$ cat src/rtl/lcd_fb_reader.sv
// -----------------------------------------------------------------------------
// lcd_fb_reader
//
// Streams one frame of 16-bit RGB565 pixels out of SDRAM (through the external
// bridge) into a small pixel FIFO that feeds a ready/valid pixel consumer.
// Only one bridge read is ever outstanding. Each completed read is followed
// by a one-cycle GAP, so a word can be fetched at most once every 2 cycles.
//
// Ports
//   clk_clk            : single clock for all logic
//   reset_reset        : synchronous active-high reset
//   start              : one-cycle pulse, begins a frame (ignored while busy)
//   busy               : high from start until the last pixel is accepted
//   frame_done         : one-cycle pulse, the cycle after the last pixel is accepted
//   bridge_address     : byte address of the current read (always even)
//   bridge_byte_enable : constant 2'b11
//   bridge_read        : read request, held until bridge_acknowledge
//   bridge_write       : constant 0
//   bridge_write_data  : constant 16'h0000
//   bridge_acknowledge : read completion, ignored while bridge_read=0
//   bridge_read_data   : read data, sampled on the acknowledge cycle
//   pix_data           : pixel at the FIFO head
//   pix_valid          : FIFO not empty
//   pix_ready          : consumer accepts the head pixel when pix_valid=1
//   pix_last           : head pixel is the last pixel of the frame
// -----------------------------------------------------------------------------
module lcd_fb_reader #(
    parameter logic [22:0] FB_BASE     = 23'h000000,
    parameter int          FRAME_WORDS = 76800,
    parameter int          FIFO_DEPTH  = 16
) (
    input  logic        clk_clk,
    input  logic        reset_reset,
    input  logic        start,
    output logic        busy,
    output logic        frame_done,
    output logic [22:0] bridge_address,
    output logic [1:0]  bridge_byte_enable,
    output logic        bridge_read,
    output logic        bridge_write,
    output logic [15:0] bridge_write_data,
    input  logic        bridge_acknowledge,
    input  logic [15:0] bridge_read_data,
    output logic [15:0] pix_data,
    output logic        pix_valid,
    input  logic        pix_ready,
    output logic        pix_last
);

    localparam int CNT_W = $clog2(FRAME_WORDS + 1);
    localparam int PTR_W = $clog2(FIFO_DEPTH);
    localparam int OCC_W = PTR_W + 1;

    localparam logic [CNT_W-1:0] FRAME_WORDS_C = CNT_W'(FRAME_WORDS);
    localparam logic [CNT_W-1:0] LAST_IDX_C    = CNT_W'(FRAME_WORDS - 1);
    localparam logic [OCC_W-1:0] DEPTH_C       = OCC_W'(FIFO_DEPTH);

    localparam logic [1:0] ST_IDLE = 2'd0;
    localparam logic [1:0] ST_REQ  = 2'd1;
    localparam logic [1:0] ST_GAP  = 2'd2;

    logic [1:0]       state_q,    state_d;
    logic             busy_q,     busy_d;
    logic             done_q,     done_d;
    logic             read_q,     read_d;
    // Word address: byte address bit 0 is structurally zero.
    logic [22:1]      addr_q,     addr_d;
    logic [CNT_W-1:0] word_cnt_q, word_cnt_d;   // words fetched this frame
    logic [CNT_W-1:0] pix_cnt_q,  pix_cnt_d;    // index of the pixel at the FIFO head

    logic [15:0]      mem_q [FIFO_DEPTH];
    logic [PTR_W-1:0] wr_ptr_q, rd_ptr_q;
    logic [OCC_W-1:0] occ_q,    occ_d;

    logic ack_fire, push, pop, last_pop, room_now, room_next;

    assign ack_fire  = read_q && bridge_acknowledge;
    assign push      = ack_fire && (occ_q != DEPTH_C);
    assign pop       = pix_valid && pix_ready;
    assign last_pop  = pop && pix_last;

    always_comb begin
        occ_d = occ_q;
        case ({push, pop})
            2'b10:   occ_d = occ_q + OCC_W'(1);
            2'b01:   occ_d = occ_q - OCC_W'(1);
            default: occ_d = occ_q;
        endcase
    end

    // The only read that could be outstanding is the one being issued, so the
    // room test is simply "FIFO not full" on the relevant cycle.
    assign room_now  = occ_q < DEPTH_C;
    assign room_next = occ_d < DEPTH_C;

    // NOTE: every signal assigned in this block gets a default first, so no
    // path leaves a value unassigned and no latch can be inferred.
    always_comb begin
        state_d    = state_q;
        busy_d     = busy_q;
        done_d     = 1'b0;
        read_d     = read_q;
        addr_d     = addr_q;
        word_cnt_d = word_cnt_q;
        pix_cnt_d  = pix_cnt_q;

        case (state_q)
            ST_IDLE: begin
                if (start && !busy_q) begin
                    state_d    = ST_REQ;
                    busy_d     = 1'b1;
                    addr_d     = FB_BASE[22:1];
                    word_cnt_d = '0;
                    pix_cnt_d  = '0;
                    read_d     = room_next;
                end
            end
            ST_REQ: begin
                if (read_q) begin
                    // Request and address stay frozen until the bridge answers.
                    if (ack_fire) begin
                        state_d    = ST_GAP;
                        read_d     = 1'b0;
                        addr_d     = addr_q + 22'd1;
                        word_cnt_d = word_cnt_q + CNT_W'(1);
                    end
                end else begin
                    read_d = room_now;
                end
            end
            ST_GAP: begin
                if (word_cnt_q < FRAME_WORDS_C) begin
                    state_d = ST_REQ;
                    read_d  = room_next;
                end else begin
                    // All words fetched: park in IDLE, busy stays up until drained.
                    state_d = ST_IDLE;
                end
            end
            default: begin
                state_d = ST_IDLE;
                read_d  = 1'b0;
            end
        endcase

        if (pop) begin
            pix_cnt_d = pix_cnt_q + CNT_W'(1);
            if (last_pop) begin
                pix_cnt_d = '0;
                busy_d    = 1'b0;
                done_d    = 1'b1;
                state_d   = ST_IDLE;
                read_d    = 1'b0;
            end
        end
    end

    // NOTE: state registers use non-blocking assignments so every register
    // samples the pre-edge values regardless of statement order.
    always_ff @(posedge clk_clk) begin
        if (reset_reset) begin
            state_q    <= ST_IDLE;
            busy_q     <= 1'b0;
            done_q     <= 1'b0;
            read_q     <= 1'b0;
            addr_q     <= FB_BASE[22:1];
            word_cnt_q <= '0;
            pix_cnt_q  <= '0;
            wr_ptr_q   <= '0;
            rd_ptr_q   <= '0;
            occ_q      <= '0;
        end else begin
            state_q    <= state_d;
            busy_q     <= busy_d;
            done_q     <= done_d;
            read_q     <= read_d;
            addr_q     <= addr_d;
            word_cnt_q <= word_cnt_d;
            pix_cnt_q  <= pix_cnt_d;
            occ_q      <= occ_d;
            if (push) wr_ptr_q <= wr_ptr_q + PTR_W'(1);
            if (pop)  rd_ptr_q <= rd_ptr_q + PTR_W'(1);
        end
    end

    // NOTE: the FIFO storage has no reset; occupancy and pointers define which
    // entries are meaningful, so stale contents are never observed.
    always_ff @(posedge clk_clk) begin
        if (push) mem_q[wr_ptr_q] <= bridge_read_data;
    end

    assign pix_valid = occ_q != '0;
    assign pix_data  = mem_q[rd_ptr_q];
    assign pix_last  = pix_valid && (pix_cnt_q == LAST_IDX_C);

    assign busy               = busy_q;
    assign frame_done         = done_q;
    assign bridge_read        = read_q;
    assign bridge_address     = {addr_q, 1'b0};
    assign bridge_byte_enable = 2'b11;
    assign bridge_write       = 1'b0;
    assign bridge_write_data  = 16'h0000;

endmodule

$ cat config.mk
export PLATFORM = sky130hd
export DESIGN_NAME = lcd_fb_reader
export DESIGN_NICKNAME = d
export VERILOG_FILES = /design/src/rtl/lcd_fb_reader.sv
export SDC_FILE = /design/constraint.sdc
export NUM_CORES = 1
export LEC_CHECK = 0
export BUFFER_PORTS_ARGS = -buffer_cell sky130_fd_sc_hd__buf_2
export CAP_MARGIN = 20
export CORE_AREA = 10 10 169 171
export CTS_CLUSTER_DIAMETER = 200
export DETAILED_ROUTE_END_ITERATION = 8
export DIE_AREA = 0 0 179 181
export PLACE_DENSITY = 0.78
export SLEW_MARGIN = 10
export SYNTH_ARGS = -nofsm -noshare
export SYNTH_HDL_FRONTEND = slang
export SYNTH_SLANG_ARGS = --single-unit
$ cat constraint.sdc
create_clock -name clk_clk -period 3.08 [get_ports clk_clk]
set_input_delay 0.308 -clock clk_clk [delete_from_list [all_inputs] [get_ports clk_clk]]
set_output_delay 0.308 -clock clk_clk [all_outputs]
set_load 0.01 [all_outputs]
==> run_summary.xml <==
<?xml version="1.0" encoding="UTF-8"?>
<metrics>
  <group name="sta">
    <metric name="worst_slew_pin_slew" unit="ns">1.05</metric>
    <metric name="period_minus_slack" unit="ns">2.93</metric>
    <metric name="final_hold_viol_count" unit="">0</metric>
    <metric name="final_min_period_over_clock_period" unit="%">95.3</metric>
    <metric name="worst_hold_slack" unit="ns">0.0637</metric>
    <metric name="setup_repair_after_global_routing_missed_its_margin" unit="">no</metric>
    <metric name="timing.final.setup_violations" unit="">0</metric>
    <metric name="final_worst_clock_skew" unit="ns">0.0178</metric>
    <metric name="fin_tns_setup" unit="ns">0</metric>
    <metric name="slew_viol_final" unit="">0</metric>
    <metric name="max_freq" unit="MHz">341</metric>
    <metric name="slew_headroom" unit="%">30.0</metric>
  </group>
  <group name="global_route">
    <metric name="antenna_found_initial" unit="">1</metric>
    <metric name="globalRoute.totalOverflow" unit="">0</metric>
    <metric name="grt_pass1_vias" unit="">7594</metric>
    <metric name="grt_max_degree" unit="">65</metric>
    <metric name="first_pass_grt_wire_length" unit="um">44500</metric>
    <metric name="gr-usage-all-layers" unit="%">17.7</metric>
  </group>
  <group name="setup_path">
    <metric name="worstReg2RegStart" unit="">occ_q[0]</metric>
    <metric name="worst-r2r-cell-count" unit="">11</metric>
    <metric name="worstSetupStartpoint" unit="">occ_q[0]</metric>
    <metric name="crit_path_start_kind" unit="">flip-flop</metric>
    <metric name="r2r_setup_slack" unit="ns">0.15</metric>
    <metric name="criticalPathCategory" unit="">flip-flop to flip-flop</metric>
    <metric name="crit_chain" unit="">or4_4 -&gt; o21ai_4 -&gt; inv_4 -&gt; ha_1 -&gt; buf_4 -&gt; ha_1 -&gt; o211a_1 -&gt; o21ai_0 -&gt; or4_1 -&gt; a21oi_1 -&gt; o211a_1</metric>
    <metric name="critPathMaxStageDelay" unit="ns">0.58</metric>
    <metric name="worstPathRequired" unit="ns">3.54</metric>
    <metric name="timing.critical_path.arrival" unit="ns">3.40</metric>
    <metric name="timing.critical_path.to_type" unit="">flip-flop</metric>
    <metric name="critPathMaxFanout" unit="">9</metric>
    <metric name="worst_path_max_delay_cell" unit="">sky130_fd_sc_hd__or4_4</metric>
  </group>
  <group name="logic_synthesis">
    <metric name="synth_enable_flop_cells" unit="">256</metric>
    <metric name="synth.top_cells.by_count" unit="">sky130_fd_sc_hd__edfxtp_1 (256), sky130_fd_sc_hd__nor2_1 (81), sky130_fd_sc_hd__mux4_2 (80)</metric>
    <metric name="synth_seq_area_share" unit="%">67.9</metric>
    <metric name="synth.top_cell.area_share" unit="%">56.4</metric>
    <metric name="synth_async_sr_flop_share" unit="%">0</metric>
    <metric name="yosysWarnings" unit="">0</metric>
    <metric name="netlist_top_cells_area" unit="">sky130_fd_sc_hd__edfxtp_1 (56%), sky130_fd_sc_hd__mux4_2 (13%), sky130_fd_sc_hd__dfxtp_1 (11%)</metric>
    <metric name="synthesis.area_per_instance" unit="um2">16.3</metric>
    <metric name="synthMostInstantiatedCell" unit="">sky130_fd_sc_hd__edfxtp_1</metric>
    <metric name="ys.flop_type" unit="">sky130_fd_sc_hd__edfxtp_1</metric>
    <metric name="synth_cells" unit="">838</metric>
    <metric name="post_synth_num_cell_types" unit="">61</metric>
    <metric name="post_synthesis_cell_area" unit="um2">13600</metric>
    <metric name="postSynthRegisterBits" unit="">334</metric>
    <metric name="netlist.top_cell.by_area" unit="">sky130_fd_sc_hd__edfxtp_1</metric>
  </group>
  <group name="layout">
    <metric name="final_design_area_no_fill" unit="um2">15600</metric>
    <metric name="final_net_count" unit="">960</metric>
    <metric name="drive_above_1_share" unit="%">26.8</metric>
    <metric name="layout-area-overhead-vs-synth" unit="%">14.2</metric>
    <metric name="finish.cell_count_without_fillers" unit="">1282</metric>
  </group>
  <group name="routing">
    <metric name="antenna_left" unit="">0</metric>
    <metric name="wire_per_inst" unit="um">22.1</metric>
    <metric name="drt-total-wl" unit="um">28300</metric>
    <metric name="via_per_inst" unit="">5.87</metric>
    <metric name="drc" unit="">0</metric>
    <metric name="vias" unit="">7520</metric>
    <metric name="drt-pass1-iter-count" unit="">5</metric>
    <metric name="detail_route.iter0.violations" unit="">719</metric>
  </group>
  <group name="die">
    <metric name="die_width" unit="um">179</metric>
    <metric name="initial_core_util" unit="%">54.4</metric>
    <metric name="die_area" unit="um2">32400</metric>
    <metric name="fp.dieH" unit="um">181</metric>
    <metric name="core_region_area" unit="um2">25000</metric>
    <metric name="placement_rows" unit="">58</metric>
    <metric name="io_pins" unit="">84</metric>
  </group>
  <group name="clock_tree">
    <metric name="post-cts-setup-buffers" unit="">0</metric>
    <metric name="clock_tree.buffer_depth" unit="">3</metric>
    <metric name="cts.reportedPaths.clkPinSlew" unit="ns">0.06</metric>
    <metric name="tritoncts_clock_tree" unit="">done</metric>
    <metric name="h_tree_levels" unit="">2</metric>
    <metric name="cts_made_buffers" unit="">34</metric>
    <metric name="cts.sink_count" unit="">334</metric>
    <metric name="buffer_cell_driving_the_clock_tree_root" unit="">sky130_fd_sc_hd__clkbuf_16</metric>
    <metric name="clk-insertion-delay-late" unit="ns">0.52</metric>
    <metric name="hold_buffers" unit="">0</metric>
  </group>
  <group name="outcome">
    <metric name="result_of_the_run" unit="">finished, final reports clean</metric>
  </group>
  <group name="pwr">
    <metric name="p_leak" unit="nW">5.12</metric>
    <metric name="vdd.ir_drop.worst" unit="V">0.000697</metric>
    <metric name="power_density" unit="nW/um2">667</metric>
    <metric name="fin_total_pwr" unit="W">0.0104</metric>
  </group>
  <group name="flow_run">
    <metric name="count_of_max_cap_constraint_violations" unit="">0</metric>
  </group>
  <group name="place">
    <metric name="placed_cells" unit="">1219</metric>
    <metric name="detail_placement_hpwl" unit="um">16700</metric>
    <metric name="instance_area_after_placement" unit="um2">14500</metric>
    <metric name="count_of_buffers_inserted_at_the_top_level_ports" unit="">63</metric>
    <metric name="gpl.final_weighted_congestion" unit="">0.817</metric>
  </group>
  <group name="hold_path">
    <metric name="holdCritStartpoint" unit="">start</metric>
    <metric name="timing.hold.worst.class" unit="">primary input to flip-flop</metric>
    <metric name="holdPathStages" unit="">3</metric>
  </group>
</metrics>
-- path summary, 6_finish.rpt --
kind                        end
hold / removal             busy
hold reg to reg   word_cnt_q[1]
setup reg to reg    bridge_read
setup / recovery    bridge_read
-- critical path, delay by kind of cell, from the launching register on --
| family | cells | cell delay, ns |
|---|---|---|
| simple gates | 2 | 0.99 |
| compound gates | 5 | 0.76 |
| fa+ha+maj | 2 | 0.53 |
| flops | 1 | 0.34 |
| buf+inv | 2 | 0.26 |
-- stage by stage --
step                utilization (%)  worst slack (ns)
floorplan                         -            0.0443
global placement               57.8             0.218
detailed placement             57.8             0.143
CTS                            62.1            0.0689
global route                   62.2            0.0110
finish                         62.2             0.145
-- power breakdown --
part | switching, W | internal, W
Sequential | 0.000108 | 0.00494
Combinational | 0.000754 | 0.000657
Clock | 0.00164 | 0.00228
-- routing by layer --
metal  global-route usage (%)  up-vias  share of wire, %
met4                     4.70        0               2.0
met2                     29.3      281                52
li1                         -     3404                 -
met5                        0        -                 0
met1                     23.3     3784                39
met3                     3.34       51               6.9
-- sequential cells by signal, summed over array words and instances (netlist names), named ones only --
signal,count
wr_ptr_q,4
occ_q,5
pix_cnt_q,17
rd_ptr_q,4
frame_done,1
mem_q,256
addr_q,22
state_q,2
busy,1
bridge_read,1
word_cnt_q,17
-- kinds of logic (layout without fill, tap and decap cells) --
kind of cell | Yosys count | after routing | synth area share (%)
flops | 334 | 334 | 67.9
simple gates | 221 | 221 | 7.86
mux | 83 | 83 | 13.4
compound gates | 73 | 73 | 4.12
buf+inv | 65 | 160 | 2.49
xor+xnor | 48 | 48 | 3.08
fa+ha+maj | 12 | 12 | 1.10
other cells | 2 | 21 | 0.0551
-- layout make-up --
cell class                      instances  area (um2)
Sequential cell                       334        9260
Clock buffer                           38         866
Multi-Input combinational cell        457        4160
Antenna cell                            1        2.50
Timing Repair Buffer                   92         641
Fill cell                            1733        9470
Clock inverter                         22         195
Tap cell                              330         413
Inverter                                8        32.5
-- layout by cell type, fill, tap and decap left out, drive strengths merged, types with 2 or more instances in the layout --
| cell type | Yosys | layout |
|---|---|---|
| nor2 | 82 | 82 |
| a211oi | 2 | 2 |
| nand2 | 38 | 38 |
| or2 | 2 | 2 |
| xor2 | 34 | 34 |
| inv | 8 | 10 |
| or3b | 2 | 2 |
| nand4 | 17 | 17 |
| a22o | 3 | 3 |
| mux2i | 3 | 3 |
| a31oi | 6 | 6 |
| xnor2 | 14 | 14 |
| nand3 | 27 | 27 |
| a21oi | 28 | 28 |
| a21o | 4 | 4 |
| o21ai | 10 | 10 |
| or4 | 3 | 3 |
| o2111ai | 2 | 2 |
| buf | 36 | 92 |
| nor4 | 4 | 4 |
| bufinv | 0 | 3 |
| and3 | 13 | 13 |
| mux4 | 80 | 80 |
| nor3 | 13 | 13 |
| dfxtp | 78 | 78 |
| clkbuf | 21 | 38 |
| nand2b | 9 | 9 |
| o211a | 2 | 2 |
| conb | 2 | 20 |
| clkinv | 0 | 16 |
| a2111oi | 5 | 5 |
| edfxtp | 256 | 256 |
| ha | 12 | 12 |
| nor2b | 2 | 2 |
| a22oi | 3 | 3 |
| nand3b | 4 | 4 |
-- repair_timing --
item / CTS / global route
endpoints found under the setup margin: 0 / 1
endpoints found under the hold margin: 0 / 0
gates resized for setup: 0 / 1
Power figures use the tool's default switching activity.
